==> src/rtl/snn_image_loader.sv <==
// Streams packed image bytes into a 1-bit-per-pixel input RAM, kicks the SNN
// core once a full frame is written, and sends the classified digit as ASCII.
module snn_image_loader #(
  parameter int         NUM_BYTES  = 98,
  parameter logic [7:0] ASCII_BASE = 8'h30
) (
  input  logic       clk,
  input  logic       rst_n,
  input  logic       rx_rdy,
  input  logic [7:0] rx_data,
  output logic [9:0] ram_addr,
  output logic       ram_data,
  output logic       ram_we,
  output logic       snn_start,
  input  logic       snn_done,
  input  logic [3:0] snn_digit,
  input  logic       tx_rdy,
  output logic       tx_start,
  output logic [7:0] tx_data,
  output logic [3:0] result,
  output logic       drop
);

  localparam int                BYTE_W    = (NUM_BYTES > 1) ? $clog2(NUM_BYTES) : 1;
  localparam logic [BYTE_W-1:0] LAST_BYTE = BYTE_W'(NUM_BYTES - 1);

  localparam logic [2:0] S_LOAD  = 3'd0;
  localparam logic [2:0] S_SHIFT = 3'd1;
  localparam logic [2:0] S_START = 3'd2;
  localparam logic [2:0] S_WAIT  = 3'd3;
  localparam logic [2:0] S_TX    = 3'd4;

  logic [2:0]        state;
  logic [7:0]        shift_reg;
  logic [2:0]        bit_cnt;
  logic [BYTE_W-1:0] byte_cnt;
  logic [7:0]        tx_data_q;

  // NOTE: all state is updated with non-blocking assignments so every register
  // samples the pre-edge values of its peers, independent of statement order.
  always_ff @(posedge clk or negedge rst_n) begin
    if (!rst_n) begin
      state     <= S_LOAD;
      shift_reg <= 8'h00;
      bit_cnt   <= 3'd0;
      byte_cnt  <= '0;
      result    <= 4'h0;
      tx_data_q <= 8'h00;
    end else begin
      case (state)
        S_LOAD: begin
          if (rx_rdy) begin
            shift_reg <= rx_data;
            bit_cnt   <= 3'd0;
            state     <= S_SHIFT;
          end
        end
        S_SHIFT: begin
          bit_cnt <= bit_cnt + 3'd1;
          if (bit_cnt == 3'd7) begin
            if (byte_cnt == LAST_BYTE) begin
              state <= S_START;
            end else begin
              byte_cnt <= byte_cnt + 1'b1;
              state    <= S_LOAD;
            end
          end
        end
        S_START: begin
          byte_cnt <= '0;
          state    <= S_WAIT;
        end
        S_WAIT: begin
          if (snn_done) begin
            result <= snn_digit;
            state  <= S_TX;
          end
        end
        S_TX: begin
          if (tx_rdy) begin
            tx_data_q <= ASCII_BASE + {4'h0, result};
            state     <= S_LOAD;
          end
        end
        default: state <= S_LOAD;
      endcase
    end
  end

  // Pixel index is byte_cnt*8 + bit_cnt, i.e. a plain concatenation.
  assign ram_we    = (state == S_SHIFT);
  assign ram_addr  = 10'({byte_cnt, bit_cnt});
  assign ram_data  = shift_reg[bit_cnt];
  assign snn_start = (state == S_START);

  // The byte is driven live on the launch cycle and then held from the register
  // until the next launch, so it never moves when result is recaptured.
  assign tx_start = (state == S_TX) && tx_rdy;
  assign tx_data  = tx_start ? (ASCII_BASE + {4'h0, result}) : tx_data_q;

  assign drop = rx_rdy && (state != S_LOAD);

endmodule
==> config.mk <==
export PLATFORM = sky130hd
export DESIGN_NAME = snn_image_loader
export DESIGN_NICKNAME = d
export VERILOG_FILES = /design/src/rtl/snn_image_loader.sv
export SDC_FILE = /design/constraint.sdc
export NUM_CORES = 1
export LEC_CHECK = 0
export CORE_ASPECT_RATIO = 1.2
export CORE_MARGIN = 5
export CORE_UTILIZATION = 30
export CTS_CLUSTER_DIAMETER = 40
export CTS_CLUSTER_SIZE = 8
export DETAILED_ROUTE_END_ITERATION = 6
export PLACE_DENSITY = 0.63
export SYNTH_ARGS = -nofsm -noshare
export SYNTH_HDL_FRONTEND = slang
export SYNTH_SLANG_ARGS = --single-unit
==> constraint.sdc <==
create_clock -name clk -period 2.25 [get_ports clk]
set_clock_uncertainty 0.05 [all_clocks]
set_input_delay 0.45 -clock clk [delete_from_list [all_inputs] [get_ports clk]]
set_output_delay 0.45 -clock clk [all_outputs]
set_load 0.01 [all_outputs]
==> impl_metrics.toml <==
[route]
antenna_left = 0
routed_wirelength_normalized_by_instance_count_um = 14.6
met3_length_um = 209
met1_length_mm = 1.28
route.vias.total = 1176
top_layer_used = "met4"
dr.first_iter.drc_count = 21
drt_drc_violations_left = 0
post_drt_via_cell_ratio = 4.98
drt_pass_1_iters = 4
met2RoutedLength_mm = 1.93
total_wirelength_of_the_detailed_routed_design_mm = 3.46

[synthesis]
netlist_instances = 128
synth_cell_type_count = 33
synthFlopType = "sky130_fd_sc_hd__dfrtp_1"
ys_ff_latch = 30
synth_async_sr_flop_share_pct = 100
synth_enable_flop_cells = 0
ys_warn_count = 0
avgSynthCellArea_um2 = 11.7
synth-seq-area-share_pct = 50.3
syn-cell-area_um2 = 1490

[sta]
max_freq_mhz = 453
drv_slew = 0
unrepaired_setup_endpoints_after_global_routing = "no"
final-setup-viol-count = 0
hold_viol = 0
finalCritPeriodShare_pct = 98.2
whs_ps = 432
period_minus_slack_ps = 2210

[critical_path]
critical_path_peak_fanout = 6
critical_path.endpoint_type = "output pin"
worst_ep_required_time_ps = 1750
setup.worst_path.class = "in -> out"
worst_ep_arrival_time_ps = 1710
start_kind = "input port"

[floorplanning]
placeableCoreArea_um2 = 4870
die_outline_area_um2 = 6490
start_util_pct = 30.6
die_height_um = 87.2
dieWidth_um = 74.4
top_level_ports = 44
row_count = 28

[global_route]
antenna_violations_before_repair = 0
globalRouteOverflowTotal = 0
first_global_vias = 1311
grt_max_degree = 31
groute.usage.overall_pct = 11.6
first_pass_grt_wire_length_mm = 5.87

[power]
clock_power_share_pct = 16.9
internal-power_mw = 1.51
ir_drop_uv = 538
sequentialPowerShare_pct = 39.6
p_total_mw = 2.30
netSwitchingFraction_pct = 34.3
power_frac_comb_pct = 43.5
pd_cells_nw_per_um2 = 1120
power.net_switching_uw = 790
cellLeakagePower_nw = 0.955

[cts]
cts_hold_buf = 0
cts_root_buffer = "sky130_fd_sc_hd__clkbuf_8"
cts.sinks = 30
h-tree-depth = 2
tritoncts = "yes"
clock_latency_late_sink_ps = 270
cts_setup_buffers = 0
worst_setup_hold_path_clk_slew_ps = 50
clockBufferDepth = 2
tritoncts.num_buffers = 5

[place]
place_hpwl_mm = 2.64
io_buffer_count = 41
place.gp.congestion = 0.732

[layout]
largest_register_ff_count = 8
antenna_cells_inserted = 0
design.final.nets = 197
syn2layout_area_growth_pct = 37.7
final_layout_size_suffix_gt1_share_pct = 25.0
n_fill_cell = 446
layout.area.seq_um2 = 752
area_occupied_by_multi_input_gates_um2 = 682

[flow_run]
maxCapViolCount = 0

[outcome]
status = "completed"

[min_path]
min_path_type = "reg -> reg"
[logic make-up (layout without fill, tap and decap cells)]
group	Yosys count	count (layout)	synth area share [%]
compound gates	13	13	6.21
fa+ha+maj	4	4	3.36
buf+inv	14	61	5.37
flops	30	30	50.3
mux	24	24	19.2
other cells	1	2	0.251
simple gates	42	42	15.3
[final cells by class]
type / instances / share of cell area, %
multi-input cells: 85 / 33.2
repair buffers: 49 / 21.9
flip-flops and latches: 30 / 36.6
well taps: 60 / 3.66
inverters: 5 / 0.914
clock buffers: 7 / 3.72
[cell usage after synthesis (all sizes together), types with 2 or more instances]
| cell type | instances | area, um2 |
|---|---|---|
| nand3 | 3 | 15.0 |
| nor2 | 3 | 11.3 |
| nand2 | 15 | 56.3 |
| and3 | 4 | 26.3 |
| nor3 | 2 | 10.0 |
| a21oi | 2 | 10.0 |
| inv | 5 | 18.8 |
| ha | 4 | 50.1 |
| dfrtp | 30 | 751 |
| mux2i | 5 | 50.1 |
| or3 | 2 | 17.5 |
| mux4 | 2 | 45.0 |
| nand4 | 4 | 25.0 |
| mux2 | 17 | 191 |
| or2 | 2 | 12.5 |
| buf | 9 | 61.3 |
| o21ai | 4 | 20.0 |
| a32o | 2 | 20.0 |
| nand3b | 2 | 15.0 |
| nand4b | 2 | 17.5 |
[power by group through the flow]
| stage | Combinational (mW) | Sequential (mW) | Clock [mW] |
|---|---|---|---|
| after floorplan | 0.581 | 0.912 | 0 |
| after global placement | 1.00 | 0.902 | 0 |
| after detailed placement | 1.04 | 0.922 | 0 |
| after CTS | 1.03 | 0.915 | 0.407 |
| after global routing | 1.10 | 0.948 | 0.439 |
| final | 1.00 | 0.911 | 0.390 |
[worst max-delay path, stage by stage]
cell,delay (ps)
sky130_fd_sc_hd__clkdlybuf4s50_1,470
sky130_fd_sc_hd__and3_4,240
sky130_fd_sc_hd__mux2_4,320
sky130_fd_sc_hd__clkdlybuf4s15_2,230
[placed cells by master (no fill, tap or decap), drive strengths merged]
master / instances
clkdlybuf4s50: 31
dfrtp: 30
mux2: 17
nand2: 15
clkbuf: 10
buf: 9
inv: 5
mux2i: 5
nand4: 4
o21ai: 4
ha: 4
dlygate4sd2: 4
and3: 4
nor2: 3
nand3: 3
or2: 2
mux4: 2
a32o: 2
nand4b: 2
nand3b: 2
a21oi: 2
conb: 2
nor3: 2
or3: 2
or3b: 1
o211ai: 1
and2: 1
nand2b: 1
a311o: 1
a22o: 1
o32ai: 1
a21o: 1
dlymetal6s2s: 1
clkdlybuf4s15: 1
[stage by stage]
step	cells	util [%]	TNS (ps)	instance area (um2)	setup slack, ps
after CTS	236	42.3	0	2060	0.726
after detailed placement	229	40.6	-1720	1980	-322
after global placement	229	40.6	-1560	1980	-293
after global routing	236	42.2	0	2050	0.544
after floorplan	129	-	0	1500	465
final	236	42.2	0	2050	40.2
[final timing paths]
| check | start | endpoint | slack [ps] | depth (start not counted) |
|---|---|---|---|---|
| hold reg to reg | tx_data_q[4]$_DFFE_PN0P_ | tx_data_q[4]$_DFFE_PN0P_ | 430 | 1 |
| setup reg to reg | state[1]$_DFFE_PN0P_ | byte_cnt[5]$_DFFE_PN0P_ | 430 | 8 |
| hold / removal | tx_data_q[4]$_DFFE_PN0P_ | tx_data_q[4]$_DFFE_PN0P_ | 430 | 1 |
| max in group asynchronous | rst_n | bit_cnt[0]$_DFFE_PN0P_ | 1330 | 2 |
| min in group asynchronous | rst_n | byte_cnt[4]$_DFFE_PN0P_ | 520 | 2 |
| setup / recovery | tx_rdy | tx_data[2] | 40 | 4 |
[metal layers]
metal  global-route usage [%]  vias up
li1                         -      549
met1                     12.3      590
met3                     4.50        6
met4                     3.72        0
met2                     20.8       31
met5                        0        -
[timing repair]
item / in CTS / in global routing
setup endpoints to repair: 9 / 7
pin swaps: 0 / 0
resized for setup: 19 / 8
No activity file was read; power rests on OpenSTA's default activity.
